--- config.mk ---
export PLATFORM = sky130hd
export DESIGN_NAME = calculations_flat
export DESIGN_NICKNAME = d
export VERILOG_FILES = /design/src/rtl/calc_pkg.sv /design/src/rtl/calc_if.sv /design/src/rtl/calc_alu.sv /design/src/rtl/calculations.sv /design/src/flat_wrapper.sv
export SDC_FILE = /design/constraint.sdc
export NUM_CORES = 1
export LEC_CHECK = 0
export CAP_MARGIN = 25
export CORE_MARGIN = 5
export CORE_UTILIZATION = 45
export DETAILED_ROUTE_END_ITERATION = 8
export HOLD_SLACK_MARGIN = 0.06
export PLACE_DENSITY_LB_ADDON = 0.25
export SETUP_SLACK_MARGIN = 0.3
export SYNTH_ARGS = -nofsm -noshare
export SYNTH_HDL_FRONTEND = slang
export SYNTH_SLANG_ARGS = --single-unit
--- constraint.sdc ---
create_clock -name clk -period 5.9 [get_ports clk]
set_clock_uncertainty 0.2 [all_clocks]
set_input_delay 1.18 -clock clk [delete_from_list [all_inputs] [get_ports clk]]
set_output_delay 1.18 -clock clk [all_outputs]
set_load 0.03 [all_outputs]
--- src/rtl/calc_pkg.sv ---
// Shared types and constants for the execute-stage datapath.
// ALU op 12 (OP_MUL) is only implemented when CALC_MULT_EN is defined.
package calc_pkg;

  localparam int WIDTH = 16;

  typedef enum logic [3:0] {
    OP_ADD   = 4'd0,
    OP_SUB   = 4'd1,
    OP_AND   = 4'd2,
    OP_OR    = 4'd3,
    OP_XOR   = 4'd4,
    OP_NOT   = 4'd5,
    OP_SLL   = 4'd6,
    OP_SRL   = 4'd7,
    OP_SRA   = 4'd8,
    OP_SLT   = 4'd9,
    OP_PASSB = 4'd10,
    OP_PASSA = 4'd11,
    OP_MUL   = 4'd12
  } alu_op_e;

  typedef enum logic [1:0] {
    SRCA_PC     = 2'b00,
    SRCA_A      = 2'b01,
    SRCA_ZERO   = 2'b10,
    SRCA_ALUOUT = 2'b11
  } src_a_e;

  typedef enum logic [1:0] {
    SRCB_B    = 2'b00,
    SRCB_INC  = 2'b01,
    SRCB_IMM  = 2'b10,
    SRCB_ZERO = 2'b11
  } src_b_e;

  localparam logic PCSRC_ALU    = 1'b0;
  localparam logic PCSRC_ALUOUT = 1'b1;

endpackage

--- src/rtl/calc_if.sv ---
// Operand, control and result bundle between the control/register side and the
// execute stage. Signal names match the execute-stage port list.
interface calc_if;
  import calc_pkg::*;

  logic [WIDTH-1:0] input_A;
  logic [WIDTH-1:0] input_B;
  logic [WIDTH-1:0] input_PC;
  logic [WIDTH-1:0] input_imm;
  logic [1:0]       input_ALUSrcA;
  logic [1:0]       input_ALUSrcB;
  logic [3:0]       input_ALUOp;
  logic             input_PCSrc;
  logic [WIDTH-1:0] output_ALUOut_sr;
  logic [WIDTH-1:0] output_ALUMuxOut;
  logic             output_Zero;
  logic             output_negative;
  logic             output_carry;
  logic [WIDTH-1:0] output_B_sr;

  modport master (
    output input_A, input_B, input_PC, input_imm,
    output input_ALUSrcA, input_ALUSrcB, input_ALUOp, input_PCSrc,
    input  output_ALUOut_sr, output_ALUMuxOut, output_Zero,
    input  output_negative, output_carry, output_B_sr
  );

  modport slave (
    input  input_A, input_B, input_PC, input_imm,
    input  input_ALUSrcA, input_ALUSrcB, input_ALUOp, input_PCSrc,
    output output_ALUOut_sr, output_ALUMuxOut, output_Zero,
    output output_negative, output_carry, output_B_sr
  );

endinterface

--- src/rtl/calc_alu.sv ---
// Purely combinational ALU: result and carry from two operands and an op code.
// CALC_MULT_EN adds an unsigned multiplier on op 12; otherwise op 12 yields zero.
module calc_alu
  import calc_pkg::*;
(
  input  logic [WIDTH-1:0] opa,
  input  logic [WIDTH-1:0] opb,
  input  logic [3:0]       op,
  output logic [WIDTH-1:0] r,
  output logic             carry
);

  logic [WIDTH:0] sum;
  logic [WIDTH:0] diff;
  logic [3:0]     shamt;

  assign sum   = {1'b0, opa} + {1'b0, opb};
  assign diff  = {1'b0, opa} - {1'b0, opb};
  assign shamt = opb[3:0];

`ifdef CALC_MULT_EN
  logic [2*WIDTH-1:0] prod;
  assign prod = {{WIDTH{1'b0}}, opa} * {{WIDTH{1'b0}}, opb};
`endif

  always_comb begin
    r     = '0;
    carry = 1'b0;
    case (op)
      OP_ADD: begin
        r     = sum[WIDTH-1:0];
        carry = sum[WIDTH];
      end
      OP_SUB: begin
        r     = diff[WIDTH-1:0];
        // diff[WIDTH] is the borrow; carry reports "no borrow"
        carry = ~diff[WIDTH];
      end
      OP_AND:   r = opa & opb;
      OP_OR:    r = opa | opb;
      OP_XOR:   r = opa ^ opb;
      OP_NOT:   r = ~opa;
      OP_SLL:   r = opa << shamt;
      OP_SRL:   r = opa >> shamt;
      OP_SRA:   r = $unsigned($signed(opa) >>> shamt);
      OP_SLT:   r = ($signed(opa) < $signed(opb)) ? {{(WIDTH-1){1'b0}}, 1'b1} : '0;
      OP_PASSB: r = opb;
      OP_PASSA: r = opa;
`ifdef CALC_MULT_EN
      OP_MUL: begin
        r     = prod[WIDTH-1:0];
        carry = |prod[2*WIDTH-1:WIDTH];
      end
`endif
      default: begin
        r     = '0;
        carry = 1'b0;
      end
    endcase
  end

endmodule

--- src/rtl/calculations.sv ---
// Execute stage: operand muxes, ALU, next-PC mux and the ALUOut/B registers.
// Op 12 becomes MUL when CALC_MULT_EN is defined (see calc_alu).
module calculations
  import calc_pkg::*;
#(
  parameter logic [WIDTH-1:0] PC_INC = 16'd1
) (
  input  logic clk,
  input  logic reset,
  calc_if.slave bus
);

  logic [WIDTH-1:0] opa;
  logic [WIDTH-1:0] opb;
  logic [WIDTH-1:0] r;
  logic             carry;
  logic [WIDTH-1:0] aluout_d, aluout_q;
  logic [WIDTH-1:0] b_d, b_q;

  always_comb begin
    opa = '0;
    case (bus.input_ALUSrcA)
      SRCA_PC:     opa = bus.input_PC;
      SRCA_A:      opa = bus.input_A;
      SRCA_ZERO:   opa = '0;
      SRCA_ALUOUT: opa = aluout_q;
      default:     opa = '0;
    endcase
  end

  always_comb begin
    opb = '0;
    case (bus.input_ALUSrcB)
      SRCB_B:    opb = bus.input_B;
      SRCB_INC:  opb = PC_INC;
      SRCB_IMM:  opb = bus.input_imm;
      SRCB_ZERO: opb = '0;
      default:   opb = '0;
    endcase
  end

  calc_alu u_alu (
    .opa   (opa),
    .opb   (opb),
    .op    (bus.input_ALUOp),
    .r     (r),
    .carry (carry)
  );

  always_comb begin
    aluout_d = r;
    b_d      = bus.input_B;
  end

  always_ff @(posedge clk or posedge reset) begin
    if (reset) begin
      aluout_q <= '0;
      b_q      <= '0;
    end else begin
      aluout_q <= aluout_d;
      b_q      <= b_d;
    end
  end

  // PCSrc=1 selects a branch target computed in an earlier cycle
  assign bus.output_ALUMuxOut = (bus.input_PCSrc == PCSRC_ALUOUT) ? aluout_q : r;
  assign bus.output_ALUOut_sr = aluout_q;
  assign bus.output_B_sr      = b_q;
  assign bus.output_Zero      = (r == '0);
  assign bus.output_negative  = r[WIDTH-1];
  assign bus.output_carry     = carry;

endmodule

--- src/flat_wrapper.sv ---
// flat-port wrapper written by rule: the top's interface ports become plain ports
module calculations_flat import calc_pkg::*;
#(
  parameter logic [WIDTH-1:0] PC_INC = 16'd1
)
  (clk, reset, bus_input_A, bus_input_B, bus_input_PC, bus_input_imm, bus_input_ALUSrcA, bus_input_ALUSrcB, bus_input_ALUOp, bus_input_PCSrc, bus_output_ALUOut_sr, bus_output_ALUMuxOut, bus_output_Zero, bus_output_negative, bus_output_carry, bus_output_B_sr);
  calc_if bus_i ();
  input  logic clk;
  input  logic reset;
  input wire logic [$bits(bus_i.input_A)-1:0] bus_input_A;
  input wire logic [$bits(bus_i.input_B)-1:0] bus_input_B;
  input wire logic [$bits(bus_i.input_PC)-1:0] bus_input_PC;
  input wire logic [$bits(bus_i.input_imm)-1:0] bus_input_imm;
  input wire logic [$bits(bus_i.input_ALUSrcA)-1:0] bus_input_ALUSrcA;
  input wire logic [$bits(bus_i.input_ALUSrcB)-1:0] bus_input_ALUSrcB;
  input wire logic [$bits(bus_i.input_ALUOp)-1:0] bus_input_ALUOp;
  input wire logic [$bits(bus_i.input_PCSrc)-1:0] bus_input_PCSrc;
  output wire logic [$bits(bus_i.output_ALUOut_sr)-1:0] bus_output_ALUOut_sr;
  output wire logic [$bits(bus_i.output_ALUMuxOut)-1:0] bus_output_ALUMuxOut;
  output wire logic [$bits(bus_i.output_Zero)-1:0] bus_output_Zero;
  output wire logic [$bits(bus_i.output_negative)-1:0] bus_output_negative;
  output wire logic [$bits(bus_i.output_carry)-1:0] bus_output_carry;
  output wire logic [$bits(bus_i.output_B_sr)-1:0] bus_output_B_sr;
  assign bus_i.input_A = bus_input_A;
  assign bus_i.input_B = bus_input_B;
  assign bus_i.input_PC = bus_input_PC;
  assign bus_i.input_imm = bus_input_imm;
  assign bus_i.input_ALUSrcA = bus_input_ALUSrcA;
  assign bus_i.input_ALUSrcB = bus_input_ALUSrcB;
  assign bus_i.input_ALUOp = bus_input_ALUOp;
  assign bus_i.input_PCSrc = bus_input_PCSrc;
  assign bus_output_ALUOut_sr = bus_i.output_ALUOut_sr;
  assign bus_output_ALUMuxOut = bus_i.output_ALUMuxOut;
  assign bus_output_Zero = bus_i.output_Zero;
  assign bus_output_negative = bus_i.output_negative;
  assign bus_output_carry = bus_i.output_carry;
  assign bus_output_B_sr = bus_i.output_B_sr;
  calculations #(.PC_INC(PC_INC)) u_core (.clk(clk), .reset(reset), .bus(bus_i));
endmodule
Yosys cells after proc, flatten, opt, wreduce, memory -nomap -nowiden
Index checks and enable logic that the tools add are counted.
{ "word_totals": {"ff_bits": 32, "out_inout_bits": 51, "word_cells": 40} }
{ "classes": {"add_sub_neg": 2, "magnitude_cmp": 1, "eq_ne": 17, "n_shift": 3, "muxes": 6, "n_bitwise": 5, "reduce_logical": 4} }
{ "op_table": {"columns": ["cell", "count"], "rows": [
  ["$pmux 16 s12", 1],
  ["$pmux 16 s4", 2],
  ["$add 16x16->17", 1],
  ["$sub 16x16->17", 1],
  ["$and 16x16->16", 1],
  ["$eq 4x3->1 const B", 4],
  ["$eq 4x4->1 const B", 4],
  ["$logic_not 16->1", 1],
  ["$lt 16x16->1", 1],
  ["$mux 16", 1],
  ["$not 16->16", 1],
  ["$or 16x16->16", 1],
  ["$shl 16x4->16", 1],
  ["$shr 16x4->16", 1],
  ["$sshr 16x4->16", 1],
  ["$xor 16x16->16", 1],
  ["$eq 2x2->1 const B", 4],
  ["$eq 4x2->1 const B", 2],
  ["$eq 2x1->1 const B", 2],
  ["$eq 4x1->1 const B", 1],
  ["$logic_not 2->1", 2],
  ["$logic_not 4->1", 1],
  ["$pmux 1 s2", 1],
  ["$mux 1", 1],
  ["$not 1->1", 1]
]} }

Longest topological paths before layout
{ "depth": {"ltp_word": 6, "mapped_depth": 18} }

Modules after synthesis
A second synthesis with hierarchy kept.
{ "unflattened": {"hier_cells": 752, "area_unflattened_um2": 6054.6} }
{ "modules_own_cells": {"columns": ["mod", "instances", "cells_per_inst", "area_per_inst_um2", "seq_area_each_um2"], "rows": [
  ["calc_alu", 1, 620, 4403.0, 0.0],
  ["calculations", 1, 132, 1651.6, 800.8]
]} }

Worst setup path after synthesis
Ideal clock, no wire load.
{ "synth_timing": {"path_type": "input -> output", "from": "in bus_input_ALUSrcB[1]", "to": "out bus_output_Zero", "arrival_ps": 5389, "required_ps": 4520, "setup_slack_ps": -869, "path_stages": 18, "path_buffers": 5, "path_cell_list": "buf_4 > mux2i_1 > or2_2 > buf_2 > buf_1 > clkbuf_1 > ha_1 > clkbuf_1 > nand2_1 > o21ai_0 > a211oi_2 > o21ai_1 > a31o_2 > a31oi_1 > xnor2_1 > a211o_1 > or4_1 > nor4_2"} }
{ "synth_between": {"elab_chain_len": 6, "word_cells_on_any_way": 17, "classes_between": "add/sub (2); order compare (1); eq/ne (3); shift (3); mux (3); bitwise (3); reduce/logical (2)"} }
{ "synth_lines": {"columns": ["item", "line_no", "source"], "rows": [
  ["start, declared", "flat_wrapper.sv:15", "input wire logic [$bits(bus_i.input_ALUSrcB)-1:0] bus_input_ALUSrcB;"],
  ["$eq 2x2->1 (tied with other cells)", "calculations.sv:33", "case (bus.input_ALUSrcB)"],
  ["$pmux 16 s4 *", "calculations.sv:33", null],
  ["$lt 16x16->1", "calc_alu.sv:46", "OP_SLT: r = ($signed(opa) < $signed(opb)) ? {{(WIDTH-1){1'b0}}, 1'b1} : '0;"],
  ["$mux 1", "calc_alu.sv:46", null],
  ["$pmux 16 s12 *", "calc_alu.sv:29", "case (op)"],
  ["$logic_not 16->1 *", "calculations.sv:69", "assign bus.output_Zero = (r == '0);"],
  ["end, declared", "flat_wrapper.sv:20", "output wire logic [$bits(bus_i.output_Zero)-1:0] bus_output_Zero;"]
]} }
Every way passes the cells marked *; elsewhere a longest branch is shown, timed or not.

Final worst setup path
{ "layout_timing": {"from": "in bus_input_ALUSrcA[0]", "to": "out bus_output_Zero"} }
{ "layout_between": {"word_cells_on_any_way": 18, "classes_between": "add/sub (2); order compare (1); eq/ne (3); shift (3); mux (3); bitwise (4); reduce/logical (2)"} }
{ "layout_lines": {"columns": ["item", "line_no", "source"], "rows": [
  ["start, declared", "flat_wrapper.sv:14", "input wire logic [$bits(bus_i.input_ALUSrcA)-1:0] bus_input_ALUSrcA;"],
  ["$eq 2x2->1 (tied with other cells)", "calculations.sv:22", "case (bus.input_ALUSrcA)"],
  ["$pmux 16 s4 *", "calculations.sv:22", null],
  ["$sub 16x16->17 (tied with other cells)", "calc_alu.sv:18", "assign diff = {1'b0, opa} - {1'b0, opb};"],
  ["$pmux 16 s12 *", "calc_alu.sv:29", null],
  ["net u_core.aluout_d[4]", "calculations.sv:17", "logic [WIDTH-1:0] aluout_d, aluout_q;"],
  ["$logic_not 16->1 *", "calculations.sv:69", null]
]} }
Mark *: on every way through the listed nets, which the timed path passes. The rest lies on a longest branch.

==> summary.txt <==
Run status
  – Outcome: finished, violations left
  – Failing checks: negative setup slack

STA
  – Minimum clock period: 6360 ps
  – RSZ-0062 raised after global routing: yes
  – Final Hold Vio Count: 0
  – Final WS setup: -458 ps
  – Final Setup Violations: 5
  – Final Max Tran Viols: 0
  – Worst-Margin Slew: 977 ps
  – Max-slew headroom: 34.7%
  – Max frequency: 157 MHz
  – Final hold slack: 868 ps
  – Period utilization: 108%

Floorplan
  – Die Footprint: 15900 um2
  – Placeable Area: 13200 um2
  – I/O Pins: 126
  – Starting Density: 45.8%
  – Die Y: 126 um
  – Row cnt: 42
  – Chip width: 126 um

Synth
  – Synth Area in Compound Gates: 36.5%
  – Main combinational cell family by area after synthesis: compound AO/OA/AOI/OAI gates
  – Mapped Nets: 927
  – Post-synthesis adder-cell area fraction: 11.4%
  – Synthesized area per cell: 7.60 um2
  – Library cells used by synthesis: 84
  – Post-synthesis xor/xnor area fraction: 0.289%
  – Yosys warns: 0
  – Post-synthesis mux area share: 14.1%
  – Async SR Flop Fraction: 100%
  – Post-synthesis simple-gate area fraction: 16.9%
  – Post-synth EDFFs: 0
  – Synthesized flop and latch total: 32
  – Sequential fraction of the synthesis area: 13.2%
  – Cell Area, Synth: 6070 um2
  – Post-Syn Instances: 798
  – Primary FF master, synth: dfrtp_1

Power
  – P_int: 1.27 mW
  – Psw: 1.07 mW
  – Clock power frac: 13.8%
  – Total Power: 2.34 mW
  – Pleak: 5.11 nW
  – Combinational power share: 73.8%
  – Pwr per Cell Area: 204 nW/um2
  – Sequential power share: 12.3%
  – Max VDD drop: 0.000138 V
  – Net switching fraction of the power: 45.8%

Worst setup path
  – WS Path Type: in2out
  – CP endpoint kind: primary output
  – WP data required: 4520 ps
  – Worst-path maximum fanout: 6
  – Worst Path Arrival: 4980 ps
  – Worst setup SP type: input port

Global route
  – Number of global-route vias before repair: 8723
  – Largest net degree at the start of global routing: 33
  – GR Overflow Total: 0
  – Wire length of the first global-routing pass: 50400 um
  – Initial antenna violation count: 0
  – GRT Overall Usage: 40.3%

Routing
  – Drt total wl: 36200 um
  – Drt first pass iters: 6
  – Drt drc: 0
  – Routed vias/inst: 6.77
  – Drt wl/cell: 25.7 um
  – Total number of vias: 9552
  – Final ANT Viol Nets: 0
  – Iter 0 DRT Violations: 1451

Min path
  – Min-delay worst type: in2reg

Placed design
  – Placer's final routability congestion estimate: 1.08
  – Port bufs: 125
  – Pre-CTS WS: -1030 ps
  – DP HPWL: 25400 um

CTS
  – Clock Sinks: 32
  – Clock slew at reported path FFs: 70 ps
  – Root Buffer: clkbuf_16
  – CTS tree: done
  – Max Root-Sink Buffers: 2
  – H-tree levels: 2
  – TritonCTS buffer count: 5
  – Worst-Skew Late Latency: 300 ps

Job
  – Max Cap Violations: 0

Finish
  – Antenna cells: 0
  – Area Overhead vs Synth: 88.9%
  – Nets@finish: 1362
  – Util after Layout: 86.6%
  – Fraction of layout cells with a size suffix above 1: 46.4%
  – Commonest cells after routing, fill and taps aside: 330 x buf_4, 84 x clkdlybuf4s50_1, 54 x nor2_1, 52 x nand2_1, 43 x inv_1
  – Most common cell after layout, fill and taps aside: buf_4
  – Filler Cells Inserted: 740
## registers in the layout (all words and copies together), names as in the netlist
signal and count:
u_core.bus.output_ALUOut_sr 16, u_core.bus.output_B_sr 16
## logic make-up after synthesis
family,Yosys count
adder cells (fa/ha/maj),54
buffers and inverters,114
AND/OR/NAND/NOR,212
AO/OA/AOI/OAI,309
XOR/XNOR,2
flip-flops,32
multiplexers,75
## per-stage QoR
step / area [um2] / TNS [ps] / std cells
finish: 11500 / -916 / 1410
global route: 11500 / -1290 / 1410
CTS: 10900 / -521 / 1385
detailed placement: 9890 / -8380 / 1348
global placement: 9890 / -7870 / 1348
floorplan: 6370 / -310 / 798
## power by group through the flow
stage	combinational, mW	clock, mW	sequential (mW)
floorplan	0.648	0	0.338
global placement	1.39	0	0.280
detailed placement	1.40	0	0.281
CTS	1.54	0.319	0.280
global route	1.78	0.330	0.292
finish	1.73	0.324	0.288
## cells in the mapped netlist (7+ instances only)
library cell | number | area share, %
a21o_1 | 14 | 1.7
a211oi_1 | 13 | 1.6
ha_1 | 52 | 11
a31oi_1 | 12 | 1.2
a22oi_1 | 8 | 0.99
nor3_1 | 24 | 2.0
o2bb2ai_1 | 13 | 1.9
o21ai_0 | 51 | 4.2
nand3_1 | 13 | 1.1
a21oi_1 | 45 | 3.7
mux2_2 | 20 | 3.7
buf_2 | 16 | 1.3
mux2i_1 | 48 | 7.9
inv_1 | 52 | 3.2
o22ai_1 | 37 | 3.8
o221ai_1 | 11 | 1.6
o211ai_1 | 17 | 2.1
dfrtp_1 | 32 | 13
o21bai_1 | 7 | 0.87
a221oi_1 | 7 | 1.0
nor2_1 | 68 | 4.2
nand2_1 | 53 | 3.3
clkbuf_1 | 37 | 2.3
## timing repair
| item | in CTS | in global routing |
|---|---|---|
| resized for setup | 188 | 95 |
| buffers inserted | 28 | 25 |
| cloned | 1 | 0 |
| pin swaps | 67 | 45 |
| endpoints found under the setup margin | 19 | 18 |
| hold buffers | 0 | 0 |
## path summary, 6_finish.rpt
kind,from,to,slack (ps),cells after the start
worst max-delay path,bus_input_ALUSrcA[0],bus_output_Zero,-460,20
worst min-delay path,bus_input_B[3],u_core.bus.output_B_sr[3],870,1
worst max register to register,u_core.bus.output_ALUOut_sr[0],u_core.bus.output_ALUOut_sr[12],2290,16
worst min register to register,u_core.bus.output_ALUOut_sr[7],u_core.bus.output_ALUOut_sr[7],1010,5
max in group asynchronous,reset,u_core.bus.output_B_sr[8],4000,3
min in group asynchronous,reset,u_core.bus.output_ALUOut_sr[15],1140,3
## layout make-up
class	count	area (um2)	share of cell area, %
Clock inverter	2	35.0	0.306
Clock buffer	6	129	1.12
Sequential cell	32	801	6.99
Multi-Input combinational cell	652	5820	50.7
Timing Repair Buffer	489	4260	37.2
Inverter	53	201	1.76
Tap cell	176	220	1.92
## critical path, cell delays in order
cell and delay (ps):
buf_8 110, buf_12 130, mux2i_4 190, o2bb2ai_4 240, inv_2 90, ha_4 170
fa_2 370, nand2b_4 170, nor3_4 140, a211oi_2 110, buf_4 150, a21o_1 150
a21oi_2 160, buf_4 160, o211ai_1 180, nor3_1 220, nand4bb_1 160, or4_4 540
nor4_4 180, buf_6 170
## per-layer routing
| metal | wire length (um) | global-route usage [%] | vias to the layer above |
|---|---|---|---|
| met5 | 0 | 0 | - |
| met4 | 2340 | 14.3 | 0 |
| met3 | 4970 | 11.2 | 237 |
| met2 | 15800 | 64.5 | 917 |
| met1 | 13100 | 52.1 | 4462 |
| li1 | - | - | 3936 |
(Power assumes the default switching activity.)
